<file path="src/rtl/exe_muldiv_pkg.sv">
// Shared definitions for the iterative multiply/divide unit: funct3 encodings,
// FSM state enumeration and the default datapath width.
package exe_muldiv_pkg;

  localparam int XLEN_DEF = 32;

  localparam logic [2:0] OP_MUL    = 3'b000;
  localparam logic [2:0] OP_MULH   = 3'b001;
  localparam logic [2:0] OP_MULHSU = 3'b010;
  localparam logic [2:0] OP_MULHU  = 3'b011;
  localparam logic [2:0] OP_DIV    = 3'b100;
  localparam logic [2:0] OP_DIVU   = 3'b101;
  localparam logic [2:0] OP_REM    = 3'b110;
  localparam logic [2:0] OP_REMU   = 3'b111;

  typedef enum logic [1:0] {
    ST_IDLE  = 2'd0,
    ST_CALC  = 2'd1,
    ST_FIXUP = 2'd2,
    ST_DONE  = 2'd3
  } state_e;

endpackage

</file>
<file path="src/rtl/muldiv_step.sv">
// Combinational iteration block: UNROLL shift-add (multiply) or restoring
// subtract (divide) steps on unsigned magnitudes held in a {hi, lo} pair.
module muldiv_step
  import exe_muldiv_pkg::*;
#(
  parameter int XLEN   = XLEN_DEF,
  parameter int UNROLL = 1
) (
  input  logic            is_div_i,
  input  logic [XLEN-1:0] hi_i,
  input  logic [XLEN-1:0] lo_i,
  input  logic [XLEN-1:0] opd_i,
  output logic [XLEN-1:0] hi_o,
  output logic [XLEN-1:0] lo_o
);

  logic [XLEN-1:0] hi;
  logic [XLEN-1:0] lo;
  logic [XLEN:0]   t;
  logic [XLEN:0]   sum;

  // Multiply: hi accumulates, lo shifts the multiplier out and the product in.
  // Divide: hi is the partial remainder, lo shifts dividend out and quotient in.
  always_comb begin
    hi  = hi_i;
    lo  = lo_i;
    t   = '0;
    sum = '0;
    for (int i = 0; i < UNROLL; i++) begin
      if (is_div_i) begin
        t = {hi, lo[XLEN-1]};
        if (t >= {1'b0, opd_i}) begin
          hi = t[XLEN-1:0] - opd_i;
          lo = {lo[XLEN-2:0], 1'b1};
        end else begin
          hi = t[XLEN-1:0];
          lo = {lo[XLEN-2:0], 1'b0};
        end
      end else begin
        sum = {1'b0, hi} + (lo[0] ? {1'b0, opd_i} : {(XLEN+1){1'b0}});
        hi  = sum[XLEN:1];
        lo  = {sum[0], lo[XLEN-1:1]};
      end
    end
    hi_o = hi;
    lo_o = lo;
  end

endmodule

</file>
<file path="src/rtl/exe_muldiv.sv">
// Iterative RISC-V M-extension unit: magnitude shift-add / restoring divide,
// sign fixup at the end, fast paths for divide-by-zero, overflow and reuse.
module exe_muldiv
  import exe_muldiv_pkg::*;
#(
  parameter int XLEN     = XLEN_DEF,
  parameter int UNROLL   = 1,
  parameter int REUSE_EN = 1
) (
  input  logic            clk_i,
  input  logic            rst_i,
  input  logic            start_i,
  input  logic [2:0]      op_i,
  input  logic [XLEN-1:0] op1_i,
  input  logic [XLEN-1:0] op2_i,
  input  logic            flush_i,
  output logic            stall_o,
  output logic            done_o,
  output logic [XLEN-1:0] result_o,
  output logic [1:0]      state_o
);

  localparam int N     = XLEN / UNROLL;
  localparam int CNT_W = $clog2(N + 1);
  localparam logic [CNT_W-1:0] CNT_LAST = CNT_W'(N - 1);
  localparam logic [XLEN-1:0]  MIN_INT  = {1'b1, {(XLEN-1){1'b0}}};

  state_e            state_q, state_d;
  logic [CNT_W-1:0]  cnt_q, cnt_d;
  logic [2:0]        op_q, op_d;
  logic [XLEN-1:0]   opd_q, opd_d;
  logic [XLEN-1:0]   hi_q, hi_d;
  logic [XLEN-1:0]   lo_q, lo_d;
  logic              neg_q, neg_d;
  logic              neg_rem_q, neg_rem_d;
  logic [XLEN-1:0]   raw1_q, raw1_d;
  logic [XLEN-1:0]   raw2_q, raw2_d;
  logic [XLEN-1:0]   result_q, result_d;
  logic              rv_q, rv_d;
  logic              r_signed_q, r_signed_d;
  logic [XLEN-1:0]   r_op1_q, r_op1_d;
  logic [XLEN-1:0]   r_op2_q, r_op2_d;
  logic [XLEN-1:0]   r_quo_q, r_quo_d;
  logic [XLEN-1:0]   r_rem_q, r_rem_d;

  logic [XLEN-1:0]   step_hi, step_lo;
  logic              is_div, s1, s2, neg1, neg2;
  logic [XLEN-1:0]   mag1, mag2;
  logic              div0, ovf, reuse_hit;
  logic [XLEN-1:0]   fast_quo, fast_rem;
  logic [2*XLEN-1:0] prod, prod_fix;
  logic [XLEN-1:0]   quo_fix, rem_fix;

  muldiv_step #(.XLEN(XLEN), .UNROLL(UNROLL)) u_step (
    .is_div_i (op_q[2]),
    .hi_i     (hi_q),
    .lo_i     (lo_q),
    .opd_i    (opd_q),
    .hi_o     (step_hi),
    .lo_o     (step_lo)
  );

  // Operand decode in IDLE; op_i[0] marks the unsigned divide forms.
  assign is_div    = op_i[2];
  assign s1        = is_div ? ~op_i[0] : (op_i == OP_MULH || op_i == OP_MULHSU);
  assign s2        = is_div ? ~op_i[0] : (op_i == OP_MULH);
  assign neg1      = s1 & op1_i[XLEN-1];
  assign neg2      = s2 & op2_i[XLEN-1];
  assign mag1      = neg1 ? -op1_i : op1_i;
  assign mag2      = neg2 ? -op2_i : op2_i;
  assign div0      = (op2_i == '0);
  assign ovf       = ~op_i[0] && (op1_i == MIN_INT) && (op2_i == '1);
  assign reuse_hit = (REUSE_EN != 0) && rv_q && (r_signed_q == ~op_i[0]) &&
                     (r_op1_q == op1_i) && (r_op2_q == op2_i);

  always_comb begin
    fast_quo = r_quo_q;
    fast_rem = r_rem_q;
    if (div0) begin
      fast_quo = '1;
      fast_rem = op1_i;
    end else if (ovf) begin
      fast_quo = MIN_INT;
      fast_rem = '0;
    end
  end

  assign prod     = {hi_q, lo_q};
  assign prod_fix = neg_q ? -prod : prod;
  assign quo_fix  = neg_q ? -lo_q : lo_q;
  assign rem_fix  = neg_rem_q ? -hi_q : hi_q;

  // Handshake: start_i is accepted only in IDLE without flush_i; done_o is a
  // one-cycle pulse in DONE with result_o valid, and result_o then holds.
  always_comb begin
    state_d    = state_q;
    cnt_d      = cnt_q;
    op_d       = op_q;
    opd_d      = opd_q;
    hi_d       = hi_q;
    lo_d       = lo_q;
    neg_d      = neg_q;
    neg_rem_d  = neg_rem_q;
    raw1_d     = raw1_q;
    raw2_d     = raw2_q;
    result_d   = result_q;
    rv_d       = rv_q;
    r_signed_d = r_signed_q;
    r_op1_d    = r_op1_q;
    r_op2_d    = r_op2_q;
    r_quo_d    = r_quo_q;
    r_rem_d    = r_rem_q;
    if (flush_i) begin
      state_d = ST_IDLE;
    end else begin
      case (state_q)
        ST_IDLE: begin
          if (start_i) begin
            op_d   = op_i;
            raw1_d = op1_i;
            raw2_d = op2_i;
            if (is_div && (div0 || ovf || reuse_hit)) begin
              result_d = op_i[1] ? fast_rem : fast_quo;
              state_d  = ST_DONE;
            end else begin
              cnt_d     = '0;
              opd_d     = is_div ? mag2 : mag1;
              hi_d      = '0;
              lo_d      = is_div ? mag1 : mag2;
              neg_d     = neg1 ^ neg2;
              neg_rem_d = neg1;
              state_d   = ST_CALC;
            end
          end
        end
        ST_CALC: begin
          hi_d  = step_hi;
          lo_d  = step_lo;
          cnt_d = cnt_q + CNT_W'(1);
          if (cnt_q == CNT_LAST) state_d = ST_FIXUP;
        end
        ST_FIXUP: begin
          if (op_q[2]) begin
            result_d   = op_q[1] ? rem_fix : quo_fix;
            rv_d       = 1'b1;
            r_signed_d = ~op_q[0];
            r_op1_d    = raw1_q;
            r_op2_d    = raw2_q;
            r_quo_d    = quo_fix;
            r_rem_d    = rem_fix;
          end else begin
            result_d = (op_q == OP_MUL) ? prod_fix[XLEN-1:0] : prod_fix[2*XLEN-1:XLEN];
          end
          state_d = ST_DONE;
        end
        default: state_d = ST_IDLE;
      endcase
    end
  end

  always_ff @(posedge clk_i or posedge rst_i) begin
    if (rst_i) begin
      state_q    <= ST_IDLE;
      cnt_q      <= '0;
      op_q       <= '0;
      opd_q      <= '0;
      hi_q       <= '0;
      lo_q       <= '0;
      neg_q      <= 1'b0;
      neg_rem_q  <= 1'b0;
      raw1_q     <= '0;
      raw2_q     <= '0;
      result_q   <= '0;
      rv_q       <= 1'b0;
      r_signed_q <= 1'b0;
      r_op1_q    <= '0;
      r_op2_q    <= '0;
      r_quo_q    <= '0;
      r_rem_q    <= '0;
    end else begin
      state_q    <= state_d;
      cnt_q      <= cnt_d;
      op_q       <= op_d;
      opd_q      <= opd_d;
      hi_q       <= hi_d;
      lo_q       <= lo_d;
      neg_q      <= neg_d;
      neg_rem_q  <= neg_rem_d;
      raw1_q     <= raw1_d;
      raw2_q     <= raw2_d;
      result_q   <= result_d;
      rv_q       <= rv_d;
      r_signed_q <= r_signed_d;
      r_op1_q    <= r_op1_d;
      r_op2_q    <= r_op2_d;
      r_quo_q    <= r_quo_d;
      r_rem_q    <= r_rem_d;
    end
  end

  assign stall_o  = ~rst_i & (((state_q == ST_IDLE) & start_i & ~flush_i) |
                              (state_q == ST_CALC) | (state_q == ST_FIXUP));
  assign done_o   = (state_q == ST_DONE);
  assign result_o = result_q;
  assign state_o  = state_q;

endmodule
</file>
<file path="config.mk">
export PLATFORM = sky130hd
export DESIGN_NAME = exe_muldiv
export DESIGN_NICKNAME = d
export VERILOG_FILES = /design/src/rtl/exe_muldiv_pkg.sv /design/src/rtl/muldiv_step.sv /design/src/rtl/exe_muldiv.sv
export SDC_FILE = /design/constraint.sdc
export NUM_CORES = 1
export LEC_CHECK = 0
export ABC_AREA = 1
export CORE_UTILIZATION = 43
export CTS_BUF_LIST = sky130_fd_sc_hd__clkbuf_8 sky130_fd_sc_hd__clkbuf_16
export DETAILED_ROUTE_END_ITERATION = 16
export GPL_TIMING_DRIVEN = 0
export MAX_ROUTING_LAYER = met4
export PLACE_DENSITY = 0.6
export REMOVE_ABC_BUFFERS = 1
export SYNTH_ARGS = -nofsm -noshare
export SYNTH_HDL_FRONTEND = slang
export SYNTH_SLANG_ARGS = --single-unit
</file>
<file path="constraint.sdc">
create_clock -name clk_i -period 13.6 [get_ports clk_i]
set_input_delay 2.04 -clock clk_i [delete_from_list [all_inputs] [get_ports clk_i]]
set_output_delay 2.04 -clock clk_i [all_outputs]
set_load 0.02 [all_outputs]
</file>
* Word level (Yosys, flattened, before mapping)
Index checks and enable logic that the tools add are counted.
** Word-level totals
- Word-level logic and storage cells :: 114
- Output and inout port bits :: 36
- Flip-flop bits (word level) :: 335
** Cells by class
- Reductions and logical operators :: 20
- Eq/ne operators :: 16
- Bitwise logic cells :: 13
- Multiplexer cells :: 39
- Add/sub/neg operators :: 8
- $lt $le $gt $ge :: 1
** Operators with widths (number)
- 32-bit 2-to-1 mux :: 24
- 32-bit case mux with 2 select lines :: 3
- 32-bit negation :: 4
- 32-bit equality test :: 2
- 32-bit equality test, second input constant :: 2
- 64-bit 2-to-1 mux :: 1
- 64-bit negation :: 1
- 32-bit by 33-bit adder with 33-bit output :: 1
- 33-bit by 32-bit >= comparator with 1-bit output :: 1
- 32-bit logical NOT :: 1
- 32-bit subtractor :: 1
- 6-bit 2-to-1 mux :: 2
- 6-bit case mux with 2 select lines :: 1
- 4-bit AND reduction :: 3
- 2-bit 2-to-1 mux :: 4
- 6-bit by 1-bit adder with 6-bit output, second input constant :: 1
- 6-bit by 5-bit equality test with 1-bit output, second input constant :: 1
- 1-bit logical AND :: 6
- 2-bit != test, second input constant :: 3
- 3-bit != test, second input constant :: 2
- 2-bit case mux with 3 select lines :: 1
- 3-bit AND reduction :: 2
- 1-bit bitwise AND :: 5
- 1-bit inverter :: 5
- 13 further kinds :: 20

* Logic depth before layout (Yosys ltp)
Gate-level depths: netlist of run 1.
- Word-level depth :: 11
- Gate-level depth with buffers :: 22
- Mapped depth without buffers :: 20

* Modules after synthesis
A second synthesis of run 1 with hierarchy kept.
** Unflattened totals
- Cell total of the unflattened synthesis :: 4804
- Area total of the unflattened synthesis :: 28591.2 µm²
** Modules (own cells, without submodules)
- exe_muldiv :: cells each 3530, instances 1, area an instance 22426.5 µm²
- muldiv_step :: cells each 1274, instances 1, area an instance 6164.7 µm²

* Least setup slack after synthesis of run 1
No wires, ideal clock.
- Kind :: input port to output port
- Start :: input port start_i
- End :: output port stall_o
- Buffers on the path :: 1
- Data arrival time :: 3199 ps
- Stages :: 5
- Slack :: 8361 ps
- Data required time :: 11560 ps
- Cell sequence :: inv_1 -> nor3_2 -> inv_1 -> clkbuf_1 -> a31oi_1
** On the way
- Word-level cells in the longest chain between the ends :: 5
** RTL lines
- from (decl) :: RTL line exe_muldiv.sv:12 : input logic start_i,
- 1-bit bitwise AND (2 in series) :: RTL line exe_muldiv.sv:201 : assign stall_o = ~rst_i & (((state_q == ST_IDLE) & start_i & ~flush_i) |
- 1-bit bitwise OR :: RTL line exe_muldiv.sv:201
- 1-bit bitwise OR :: RTL line exe_muldiv.sv:202 : (state_q == ST_CALC) | (state_q == ST_FIXUP));
- 1-bit bitwise AND :: RTL line exe_muldiv.sv:201
- to (decl) :: RTL line exe_muldiv.sv:17 : output logic stall_o,
Every way passes these cells.

* Worst setup path in the final report of run 1
- Start :: input port flush_i
- End :: output port stall_o
** On the way
- Word-level cells in the longest chain between the ends :: 5
** RTL lines
- from (decl) :: RTL line exe_muldiv.sv:16 : input logic flush_i,
- 1-bit inverter (no line)
- 1-bit bitwise AND :: RTL line exe_muldiv.sv:201
- 1-bit bitwise OR :: RTL line exe_muldiv.sv:201
- 1-bit bitwise OR :: RTL line exe_muldiv.sv:202
- 1-bit bitwise AND :: RTL line exe_muldiv.sv:201
Every way passes these cells.

==> impl_metrics.ini, run 1 <==
[run_status]
status = complete, but fails checks
failed_checks = DRC

[worst_setup_path]
ff2ff_setup_slack_ps = 8850
timing.critical_path.mode_cell = clkdlybuf4s50_1
worstSetupEndpointType = output port
critPathMaxStageDelay_ps = 940
worstSetupPathType = in -> out
crit_chain = clkdlybuf4s50_1, nor3_2, inv_4, buf_16, a31oi_1, clkdlybuf4s50_1
rr_endpoint = hi_q[8]
cp_data_required_time_ps = 11560
start_kind = input port
reg2reg_depth = 15
worstPathMaxFanout = 75
crit_arrival_ps = 5220
rr_startpoint = hi_q[17]
cpMaxStageDelayCell = nor3_2

[detailed_routing]
avgRoutedWirePerCell_um = 22.2
drtIter0Drc = 3406
wl_um = 123000
drc_errors = 1
vias = 30800
viasPerCell = 5.55
ant_nets = 0
drt_pass1_iterations = 14

[power]
p_seq_share_pct = 26.0
p_sw_share_pct = 54.4
p_sw_mw = 4.28
peakVddDrop_mv = 0.168
power_density_nw_per_um2 = 253
power.leakage_nw = 15.9
internal-power_mw = 3.59
p_comb_share_pct = 59.2
clkPwrFrac_pct = 14.9

[synthesis]
yosys_warnings = 0
synth_top_area_cell = dfrtp_1
synth-seq-cells = 335
synth.top_cell.area_share_pct = 30.0
async_reset_ff_share_pct = 100
synth_enable_flop_cells = 0
yosys-top-cells-area = dfrtp_1, nand2_1, nand3_1
post-synth-top-count-cell = nand2_1
synthTopCellsByCount = nand2_1, inv_1, nand3_1
synthDistinctLibCells = 49
synth_flop_cell = dfrtp_1
yosysSeqAreaShare_pct = 30.0
netlist_area_um2 = 27900
syn-instance-count = 4683
avgSynthCellArea_um2 = 5.96

[worst_hold_path]
hold_class = reg -> reg
min-delay-start = rv_q
hold_path_end = rv_q
whs_path_depth = 1

[clock_tree]
clock_sinks = 335
cts_buffer_depth = 3
cts.clk_slew.worst_paths_ps = 60
cts_hold_buf = 0
clk_latency_ps = 600
cts_tree = done
root_buffer = clkbuf_16
numCtsBuffers = 42
post_cts_buffers = 0
htreeDepth = 2
cts_resized = 0

[final_layout]
syn2layout_area_growth_pct = 11.5
fin_nets = 4816
drive_gt1_share_pct = 3.34
n_antenna_cell = 0

[floorplanning]
core_area_um2 = 64300
start_util_pct = 43.4
die_area_um2 = 66000
rows = 93
pin_count = 107
die_y_um = 257
die_w_um = 257

[flow_run]
maxCapViolations = 0

[placed_design]
hpwl_um = 94800
place.gp.congestion = 1.03
portBuffers = 106
dp_slack_ps = 6410

[global_routing]
grt_pass1_vias = 28400
grt_usage_pct = 38.0
antenna_found_initial = 1
grt_max_degree = 98
grt_pass1_wl_um = 183000
gr-total-overflow = 0

[timing]
worst_pin_slew_ps = 1430
layout_setup_ws_ps = 6340
rsz0062_at_grt = no
hold_violations = 0
whs_ps = 467
max_freq_mhz = 138
clock-skew-final_ps = 42.2
maxSlewViolCount = 0
post-route-period-util_pct = 53.4
setup_viol = 0
period_minus_slack_ps = 7260
slew_headroom_pct = 4.85
==> power groups by stage <==
| stage | registers [mW] | logic [mW] | clock network [mW] |
|---|---|---|---|
| detailed placement | 2.02 | 4.58 | 0 |
| CTS | 2.01 | 4.59 | 1.18 |
| floorplan | 1.88 | 3.04 | 0 |
| finish | 2.04 | 4.66 | 1.17 |
| global route | 2.09 | 5.18 | 1.21 |
| global placement | 2.06 | 4.53 | 0 |
==> worst max-delay path: cells and delay by family <==
kind	cells	cell delay [ps]
buffers and inverters	4	1990
AND/OR/NAND/NOR	1	940
AO/OA/AOI/OAI	1	220
==> per-stage QoR <==
| stage | TNS (ps) | cell area [µm²] | cells | power, mW | util [%] |
|---|---|---|---|---|---|
| after global placement | -2778530 | 29200 | 5456 | 6.59 | 45.5 |
| after CTS | 0 | 31100 | 5554 | 7.79 | 48.4 |
| after floorplan | -203400 | 27100 | 4495 | 4.92 | - |
| after global routing | 0 | 31100 | 5554 | 8.48 | 48.4 |
| after detailed placement | 0 | 29700 | 5480 | 6.60 | 46.2 |
| final | 0 | 31100 | 5554 | 7.88 | 48.4 |
==> layer usage <==
metal | vias to the layer above | GRT usage, % | wire length (µm)
li1 | 14800 | - | -
met2 | 1285 | 57.0 | 53800
met3 | 208 | 4.83 | 9490
met4 | 0 | 17.0 | 6380
met5 | - | - | 0
met1 | 14500 | 51.1 | 53600
==> cells in the final DEF, fill, tap and decap left out, types with 11 or more instances in the layout <==
master / instances
nor2_2: 12
o21ai_0: 320
buf_6: 11
inv_1: 516
a21oi_1: 133
clkdlybuf4s50_1: 104
clkbuf_16: 43
o21ai_1: 34
nor2_1: 451
nand3_1: 455
nand3b_1: 14
nand4_1: 65
xnor2_1: 28
o211ai_1: 23
nor3_1: 29
a31oi_1: 41
nand2_1: 1823
dfrtp_1: 331
xor2_1: 75
ha_1: 72
==> registers in the layout, indices dropped and copies added (netlist names), 2 cells and up <==
| register | cells |
|---|---|
| cnt_q | 6 |
| hi_q | 32 |
| lo_q | 32 |
| op_q | 3 |
| opd_q | 32 |
| r_op1_q | 32 |
| r_op2_q | 32 |
| r_quo_q | 32 |
| r_rem_q | 32 |
| raw1_q | 32 |
| raw2_q | 32 |
| result_o | 32 |
| state_o | 2 |
==> cell families (layout without fill, tap and decap cells) <==
family	Yosys count	count (layout)	share of synthesized area, %
buf+inv	712	728	9.92
xor+xnor	103	103	3.23
fa+ha+maj	76	76	3.46
simple gates	2874	2874	42.1
compound gates	583	583	11.2
flops	335	335	30.0
==> final cells by class <==
cell class | instances | area, µm²
Clock buffer | 50 | 1170
Clock inverter | 24 | 233
Timing Repair Buffer | 130 | 1480
Sequential cell | 335 | 8390
Tap cell | 855 | 1070
Inverter | 524 | 1990
Fill cell | 7024 | 33200
Multi-Input combinational cell | 3636 | 16800
==> worst max-delay path by stage <==
stage / from / cells after the start / to
3_5_place_dp: flush_i / 6 / stall_o
4_1_cts: flush_i / 6 / stall_o
5_1_grt: flush_i / 6 / stall_o
3_3_place_gp: op_q[2] / 5 / r_rem_q[9]
6_report: flush_i / 6 / stall_o
2_1_floorplan: op_q[2] / 4 / r_quo_q[0]
Power figures use the tool's default switching activity.
==> inputs of run 2 (changes only) <==
clock period = 6.9 ns   (was 13.6 ns; I/O delays follow)
==> results of run 2 <==
The final DEF is identical to that of run 1. Status: complete, but fails checks: DRC.
Among the figures that moved: setup slack after placement 6410 ps -> 1120 ps; setup slack after layout 6340 ps -> 1510 ps; start point of the critical path flush_i -> op1_i[0]; end point of the critical path stall_o -> lo_q[20]; register-to-register setup slack 8850 ps -> 2150 ps; total power 7.88 mW -> 15.5 mW; worst IR drop on VDD 0.168 mV -> 0.332 mV
